`src/rtl/matching_stage_mlane.sv`:
```
// Multi-lane matching stage: classifies NUM_LANES words per beat against a FIFO-replaced dictionary.
// Define INTRA_BEAT_FWD_EN to let lane k also match words inserted by lanes <k of the same beat.
module matching_stage_mlane #(
  parameter int unsigned  NUM_LANES  = 2,
  parameter int unsigned  WORD       = 32,
  parameter int unsigned  DICT_ENTRY = 16,
  localparam int unsigned IDX_W      = $clog2(DICT_ENTRY)
) (
  input  logic                       i_clk,
  input  logic                       i_reset,
  input  logic                       i_flush,
  input  logic                       i_valid,
  output logic                       o_ready,
  input  logic [NUM_LANES*WORD-1:0]  i_word,
  output logic                       o_valid,
  input  logic                       i_ready,
  output logic [NUM_LANES*3-1:0]     o_code,
  output logic [NUM_LANES*6-1:0]     o_length,
  output logic [NUM_LANES*IDX_W-1:0] o_location,
  output logic [NUM_LANES*WORD-1:0]  o_literal,
  output logic                       o_dict_full,
  output logic [IDX_W:0]             o_dict_count
);

  localparam int unsigned CNT_W    = IDX_W + 1;
  localparam logic [5:0]  LEN_FULL = 6'(3 + IDX_W);
  localparam logic [5:0]  LEN_3B   = 6'(3 + IDX_W + 8);
  localparam logic [5:0]  LEN_2B   = 6'(3 + IDX_W + 16);

  logic [WORD-1:0]            dict_q [DICT_ENTRY];
  logic [DICT_ENTRY-1:0]      valid_q, valid_d;
  logic [IDX_W-1:0]           wr_ptr_q, wr_ptr_d;
  logic [CNT_W-1:0]           count_q, count_d;
  logic                       full_q, full_d;
  logic                       accept;
  logic [NUM_LANES-1:0]       ins_we;
  logic [NUM_LANES*IDX_W-1:0] ins_idx;
  logic [NUM_LANES*3-1:0]     code_d;
  logic [NUM_LANES*6-1:0]     length_d;
  logic [NUM_LANES*IDX_W-1:0] loc_d;
  logic [NUM_LANES*WORD-1:0]  lit_d;

  assign o_ready      = !o_valid || i_ready;
  assign accept       = i_valid && o_ready;
  assign o_dict_count = count_q;
  assign o_dict_full  = full_q;

  // Lanes are walked in order over a working copy of the dictionary; a same-cycle flush starts
  // from an empty dictionary with the pointer at 0.
  always_comb begin : classify
    logic [WORD-1:0]       wdict [DICT_ENTRY];
    logic [DICT_ENTRY-1:0] wvld;
    logic [DICT_ENTRY-1:0] wmask;
    logic [IDX_W-1:0]      ptr;
    logic [WORD-1:0]       w;
    logic                  hit_f, hit_3, hit_2;
    logic [IDX_W-1:0]      loc_f, loc_3, loc_2;
    logic [2:0]            code;
    logic [5:0]            len;
    logic [IDX_W-1:0]      loc;
    logic [WORD-1:0]       lit;
    int unsigned           n_ins;
    int unsigned           cnt_sum;

    wdict    = dict_q;
    wvld     = i_flush ? '0 : valid_q;
    ptr      = i_flush ? '0 : wr_ptr_q;
    wmask    = '0;
    n_ins    = 0;
    code_d   = '0;
    length_d = '0;
    loc_d    = '0;
    lit_d    = '0;
    ins_we   = '0;
    ins_idx  = '0;

    for (int k = 0; k < NUM_LANES; k++) begin
      w     = i_word[k*WORD +: WORD];
      hit_f = 1'b0;
      hit_3 = 1'b0;
      hit_2 = 1'b0;
      loc_f = '0;
      loc_3 = '0;
      loc_2 = '0;
      // Descending scan so the lowest matching index is the last one recorded.
      for (int e = DICT_ENTRY - 1; e >= 0; e--) begin
        if (wvld[e]) begin
          if (wdict[e] == w) begin
            hit_f = 1'b1;
            loc_f = IDX_W'(e);
          end
          if (wdict[e][31:8] == w[31:8]) begin
            hit_3 = 1'b1;
            loc_3 = IDX_W'(e);
          end
          if (wdict[e][31:16] == w[31:16]) begin
            hit_2 = 1'b1;
            loc_2 = IDX_W'(e);
          end
        end
      end

      code = 3'b111;
      len  = 6'd35;
      loc  = '0;
      lit  = w;
      if (w == '0) begin
        code = 3'b000;
        len  = 6'd3;
        lit  = '0;
      end else if (hit_f) begin
        code = 3'b001;
        len  = LEN_FULL;
        loc  = loc_f;
        lit  = '0;
      end else if (hit_3) begin
        code = 3'b010;
        len  = LEN_3B;
        loc  = loc_3;
        lit  = {24'h0, w[7:0]};
      end else if (w[31:8] == 24'h0) begin
        code = 3'b100;
        len  = 6'd11;
        lit  = {24'h0, w[7:0]};
      end else if (hit_2) begin
        code = 3'b011;
        len  = LEN_2B;
        loc  = loc_2;
        lit  = {16'h0, w[15:0]};
      end

      code_d[k*3 +: 3]           = code;
      length_d[k*6 +: 6]         = len;
      loc_d[k*IDX_W +: IDX_W]    = loc;
      lit_d[k*WORD +: WORD]      = lit;

      if (code != 3'b000 && code != 3'b001) begin
        ins_we[k]                 = 1'b1;
        ins_idx[k*IDX_W +: IDX_W] = ptr;
        wmask[ptr]                = 1'b1;
`ifdef INTRA_BEAT_FWD_EN
        wdict[ptr] = w;
        wvld[ptr]  = 1'b1;
`endif
        ptr   = ptr + IDX_W'(1);
        n_ins = n_ins + 1;
      end
    end

    cnt_sum = (i_flush ? 0 : 32'(count_q)) + n_ins;
    if (cnt_sum > DICT_ENTRY) begin
      cnt_sum = DICT_ENTRY;
    end

    if (accept) begin
      valid_d  = (i_flush ? '0 : valid_q) | wmask;
      wr_ptr_d = ptr;
      count_d  = CNT_W'(cnt_sum);
    end else begin
      valid_d  = i_flush ? '0 : valid_q;
      wr_ptr_d = i_flush ? '0 : wr_ptr_q;
      count_d  = i_flush ? '0 : count_q;
    end
    full_d = (i_flush ? 1'b0 : full_q) | (count_d == CNT_W'(DICT_ENTRY));
  end

  always_ff @(posedge i_clk or posedge i_reset) begin
    if (i_reset) begin
      valid_q    <= '0;
      wr_ptr_q   <= '0;
      count_q    <= '0;
      full_q     <= 1'b0;
      o_valid    <= 1'b0;
      o_code     <= '0;
      o_length   <= '0;
      o_location <= '0;
      o_literal  <= '0;
    end else begin
      valid_q  <= valid_d;
      wr_ptr_q <= wr_ptr_d;
      count_q  <= count_d;
      full_q   <= full_d;
      if (o_ready) begin
        o_valid <= i_valid;
        if (accept) begin
          o_code     <= code_d;
          o_length   <= length_d;
          o_location <= loc_d;
          o_literal  <= lit_d;
        end
      end
    end
  end

  // Entry data needs no reset: valid_q gates every comparison.
  always_ff @(posedge i_clk) begin
    if (accept) begin
      for (int k = 0; k < NUM_LANES; k++) begin
        if (ins_we[k]) begin
          dict_q[ins_idx[k*IDX_W +: IDX_W]] <= i_word[k*WORD +: WORD];
        end
      end
    end
  end

endmodule
```
`config.mk`:
```
export PLATFORM = sky130hd
export DESIGN_NAME = matching_stage_mlane
export DESIGN_NICKNAME = d
export VERILOG_FILES = /design/src/rtl/matching_stage_mlane.sv
export SDC_FILE = /design/constraint.sdc
export NUM_CORES = 2
export LEC_CHECK = 0
export CORE_AREA = 2 2 299 301
export DETAILED_ROUTE_END_ITERATION = 7
export DIE_AREA = 0 0 301 303
export PLACE_DENSITY = 0.84
export REMOVE_ABC_BUFFERS = 1
export SLEW_MARGIN = 40
export SYNTH_ARGS = -nofsm -noshare
export SYNTH_HDL_FRONTEND = slang
export SYNTH_SLANG_ARGS = --single-unit
```
`constraint.sdc`:
```
create_clock -name i_clk -period 16.8 [get_ports i_clk]
set_input_delay 3.36 -clock i_clk [delete_from_list [all_inputs] [get_ports i_clk]]
set_output_delay 3.36 -clock i_clk [all_outputs]
set_load 0.01 [all_outputs]
```
=== After elaboration in Yosys (flattened, before gate mapping) ===
Index checks and enable logic that the tools add are counted.

* Register bits after elaboration: 629
* Bits in latches: 0
* Memory bits (writable): 0
* Bits in read-only memories: 0
* Input port bits: 69
* Output and inout bits: 98
* Logic and storage cells: 614
* Memories: 0

* $add $sub $neg: 4
* $mul: 0
* Divide/modulo/power cells: 0
* Order comparisons: 9
* Equality and inequality tests: 99
* Shift operators: 0
* Muxes and demuxes: 456
* Bitwise operators: 5
* Reduce and logical (&&, ||, !) cells: 16

{| class="wikitable"
|+ Operators with widths
! operator !! count
|-
| two-way mux 512 bit || 3
|-
| bitwise mux 512 bit || 2
|-
| == test 32 bit || 32
|-
| two-way mux 4 bit || 208
|-
| == test 24 bit || 32
|-
| == test 16 bit || 32
|-
| two-way mux 32 bit || 13
|-
| demux 32 bit (select 4 bit) || 2
|-
| two-way mux 1 bit || 198
|-
| logical NOT 32 bit || 2
|-
| two-way mux 16 bit || 4
|-
| two-way mux 6 bit || 10
|-
| logical NOT 24 bit || 2
|-
| adder 32 x 1 -> 32 bit (second input constant) || 1
|-
| adder 5 x 32 -> 32 bit || 1
|-
| > comparator 32 x 5 -> 1 bit (second input constant) || 1
|-
| OR 16 bit || 2
|-
| two-way mux 3 bit || 10
|-
| two-way mux 5 bit || 4
|-
| >= comparator 5 bit (second input constant) || 2
|-
| < comparator 4 x 5 -> 1 bit (second input constant) || 2
|-
| < comparator 5 x 1 -> 1 bit (second input constant) || 2
|-
| inverter 4 -> 5 bit || 2
|-
| adder 4 x 1 -> 4 bit (second input constant) || 2
|-
| other kinds (10) || 20
|}

=== Depth between registers and ports, before layout ===
* Word-level depth: 51
* Mapped depth: 25
* Gate-level depth less buffers: 21

=== Least setup slack after synthesis ===
OpenSTA, ideal clock, no wires.

* Kind: input to register
* Start: input i_ready
* End: register wr_ptr_q[0]
* Setup time: 757 ps
* Data arrival time: 19201 ps
* Required time: 16043 ps
* Setup slack: -3158 ps
* Stages: 6
* Path buffers: 2
* Path through: nand2b_1 > nand2_1 > inv_1 > clkbuf_1 > clkbuf_1 > o21ai_0

* Word-level cells in the longest chain between the ends: 3

{| class="wikitable"
|+ RTL lines
! item !! RTL line !! RTL
|-
| from (decl) || 16 || <nowiki>input logic i_ready,</nowiki>
|-
| logical OR 1 bit || 43 || <nowiki>assign o_ready = !o_valid || i_ready;</nowiki>
|-
| logical AND 1 bit || 44 || <nowiki>assign accept = i_valid && o_ready;</nowiki>
|-
| via accept || 35 || <nowiki>logic accept;</nowiki>
|-
| two-way mux 4 bit || 155 || <nowiki>if (accept) begin</nowiki>
|-
| via wr_ptr_d[0] || 32 || <nowiki>logic [IDX_W-1:0] wr_ptr_q, wr_ptr_d;</nowiki>
|-
| to (signal assigned) || 180 || <nowiki>wr_ptr_q <= wr_ptr_d;</nowiki>
|-
| to (decl) || 32 ||
|}

The timed path passes the listed nets, and every way through them passes these cells.
A chain may end at the register's enable or synchronous reset.

=== Worst setup path after layout ===
* Start: input i_word[28]
* End: register dict_q (netlist bit classify.wdict[278]), data pin

* Word-level cells in the longest chain between the ends: 51
* Elaborated cells between the ends (all ways): 175
* Those cells by class: order compare: 4; eq/ne: 49; mux: 114; bitwise: 2; reduce/logical: 6

{| class="wikitable"
|+ RTL lines
! item !! RTL line !! RTL
|-
| from (decl) || 14 || <nowiki>input logic [NUM_LANES*WORD-1:0] i_word,</nowiki>
|-
| == test 16 bit || 96 || <nowiki>if (wdict[e][31:16] == w[31:16]) begin</nowiki>
|-
| two-way mux 1 bit || 96 ||
|-
| two-way mux 1 bit || 87 || <nowiki>if (wvld[e]) begin</nowiki>
|-
| two-way mux 1 bit || 96 ||
|-
| two-way mux 1 bit || 87 ||
|-
| two-way mux 1 bit || 96 ||
|-
| two-way mux 1 bit || 87 ||
|-
| two-way mux 1 bit || 96 ||
|-
| [35 not listed] || n/a ||
|-
| logical AND 1 bit (not written as such) || 200 || <nowiki>dict_q[ins_idx[k*IDX_W +: IDX_W]] <= i_word[k*WORD +: WORD];</nowiki>
|-
| two-way mux 32 bit (not written as such) || 200 ||
|-
| demux 32 bit (select 4 bit) || 200 ||
|-
| bitwise mux 512 bit || 200 ||
|-
| two-way mux 512 bit || 199 || <nowiki>if (ins_we[k]) begin</nowiki>
|-
| two-way mux 512 bit || 197 || <nowiki>if (accept) begin</nowiki>
|-
| bitwise mux 512 bit || 200 ||
|-
| two-way mux 512 bit (*) || 199 ||
|-
| to (signal, indexed assignment) || 200 ||
|-
| to (decl) || 30 || <nowiki>logic [WORD-1:0] dict_q [DICT_ENTRY];</nowiki>
|}

Mark *: on every way between the ends. The rest lies on a longest branch, timed or not. The select of a mux whose other input is x is not followed.

==> metrics.txt <==
status=finished clean; Post-synth EDFFs=512; met1 Resource Use GR=43.55%; worst hold path type=reg2reg; met2 usage=51.51%; r2r setup slk=10.37 ns; GR Layer Usage met3=roughly 9.0%; share of cells above drive strength 1=around 28%; Reg power frac=43.5%; Setup crit end kind=flip-flop; Clock Tree Buf Depth=3; first-pass GRT wire length=230.9 mm; Final WS setup=7.304 ns; worst slew pin tran=0.9929 ns; Clk pin slew, worst setup/hold paths=0.06 ns; Post-route DRC=0; Sw Ratio=between 20 and 30%; net switching power=between 1 and 1.5 mW; internal power=about 3.2 mW; most common cell after layout, fill and taps aside=mux2_2; most frequent cells in the layout=802 x mux2_2, 632 x xnor2_1, 512 x edfxtp_1; Cell Pwr Density=about 84 nW/µm²; Worst Hold Depth=1; synth unique cells=92; DP Worst Slack=6.934 ns; vias in the first global route=35870; nets@finish=approximately 4300; gr usage total=approximately a third; power share of the clock group=38.7%; clk_lat worst skew=0.65 ns; fin. max-slew vios=0; Inserted Clock Buffers=between 70 and 80; mapped cell area=48120 µm²; worst vdd ir=76.58 µV; Buffers on Ports=166; Util after Layout=59.75%; number of clock sinks=626; setup tns final=0 ns; Fillers=6934; Total Wirelength=156.6 mm; Root Buffer=clkbuf_16; Mapped Cells=between 4000 and 5000; Slowest-stage cell, CP=nor4_1; Seq cells post-synth=626; clock skew=0.03461 ns; Final Cycle Share=56.52%; Worst EP required=around 17 ns; post-placement cell count=around 5400; die area=91200 µm²; Placed Area=49940 µm²; antenna violations before repair=3; vias per cell=6.583; Post-CTS Setup Inserts=0; Die Span Y=303 µm; 1st-pass router iterations=6; non-filler instance count after layout=5493; CTS tree=built; final hold viol count=0; post-route ant nets=0; maximum level of the CTS H-tree=3; boundary pin count=167; GRT overflow=0; CP Launch Type=input pin; CP Class=in2reg; CTS Hold Bufs=0; FP Rows=109; Initial Util=54.70%; Min Hold Slack=around 0.47 ns; GR peak layer=met2; synth warn=0; max-capacitance violation count=0; post_cts resized=0; post-DR wirelength/cell=28.50 µm; Achievable Freq=0.1053 GHz; gp weighted congestion=1.058; Worst path max stage delay=approximately 0.80 ns; Final HPWL DP=100.5 mm; Area Overhead vs Synth=9.223%; total power=4.408 mW; # setup viols final=0; critical-path cell list=buf_2, buf_4, xor2_1, nor4_1, nand4_1, nor4_2, a2111oi_2, and4bb_4, nand2_8, inv_4, ha_1, ha_1, inv_1, nor2_1, and3_1, buf_4, mux2_2; largest net degree at the start of global routing=103; Main synth FF type=edfxtp_1; Max-Slew Margin vs Limit=roughly 33%; Reg2Reg Depth=15; crit-path max FO=36; final non-filler cell area=52560 µm²; register area share after synthesis=a little under two fifths; unrepaired setup endpoints after global routing=false; min Tclk post-route=between 9 and 10 ns; Leak=18.17 nW; Comb pwr share=between 10% and 20%; Async S/R FF share, synth=18.21%; DRT iter0 DRCs=between 4000 and 5000; core area=87970 µm²; Chip Width=301 µm; DR vias=~36000; synthesized area per cell=11.17 µm²; Arr. time, crit path=approximately 10 ns
-- worst max-delay path: cells and delay by family --
kind	cells	cell delay, ns
compound gates	1	0.14
xor+xnor	1	0.13
fa+ha+maj	2	0.76
buf+inv	5	1.69
mux	1	0.40
simple gates	7	3.35
-- synth_stat cells, drive strengths merged, types with 11 or more instances --
library cell	instances	share of area, %
mux2i	93	1.9
mux2	900	21
and4	11	0.21
xor2	395	7.2
and2	12	0.16
nor4	126	1.9
nand2b	20	0.26
clkbuf	145	1.1
nor2b	23	0.30
a31oi	12	0.16
buf	267	3.5
xnor2	632	12
inv	28	0.22
and3	32	0.43
dfrtp	114	5.9
nand4	210	2.7
edfxtp	512	32
or4	11	0.17
a22o	54	0.98
nor3	74	0.77
ha	13	0.34
nand2	161	1.3
o21ai	88	0.92
nand3	88	0.94
o2111ai	14	0.27
a21oi	24	0.25
nor2	125	0.98
-- logic make-up (layout without fill, tap and decap cells) --
logic type | count (synthesis) | count (layout) | share of synthesized area (%)
AO/OA/AOI/OAI | 275 | 275 | 4.046
buffers and inverters | 442 | 460 | 4.831
AND/OR/NAND/NOR | 931 | 931 | 10.76
XOR/XNOR | 1027 | 1027 | 18.69
multiplexers | 993 | 993 | 23.42
flip-flops | 626 | 626 | 37.88
adder cells (fa/ha/maj) | 14 | 14 | 0.3796
other | 0 | 2 | 0
-- flip-flops by register name, indices dropped and copies added (netlist names) --
name,count
classify.wdict,512
o_code,6
o_dict_count,5
o_dict_full,1
o_length,9
o_literal,64
o_location,8
o_valid,1
valid_q,16
wr_ptr_q,4
-- per-layer routing --
layer	share of wire, %	vias to the layer above
met5	0.0096	-
met4	6.3	2
met3	12	521
met2	44	2299
met1	38	17770
li1	-	15560
-- path summary, 6_finish.rpt --
path                                      from                   to
max in group asynchronous              i_reset         o_length[10]
min                               o_length[11]         o_length[11]
min reg2reg                       o_length[11]         o_length[11]
max reg2reg                classify.wdict[174]  classify.wdict[278]
max                                 i_word[28]  classify.wdict[278]
min in group asynchronous              i_reset          o_length[7]
-- power groups by stage --
| stage | clock (mW) | sequential [mW] | combinational, mW |
|---|---|---|---|
| after floorplan | 0 | 1.96 | 0.454 |
| after global placement | 0 | 1.94 | 0.735 |
| after detailed placement | 0 | 1.95 | 0.762 |
| after CTS | 1.71 | 1.92 | 0.771 |
| after global routing | 1.77 | 1.93 | 0.831 |
| final | 1.71 | 1.92 | 0.784 |
-- area by class of cell --
cell class	instances	area (µm²)	area share, %
sequential	626	18230	34.68
clock buffer	101	2141	4.073
antenna	2	5.005	0.009522
multi-input combinational	3240	27880	53.05
inverter	30	126.4	0.2404
clock inverter	36	390.4	0.7427
timing repair buffer	293	2328	4.430
tap	1165	1458	2.773
Note: power is estimated with default switching activity, not from simulation.
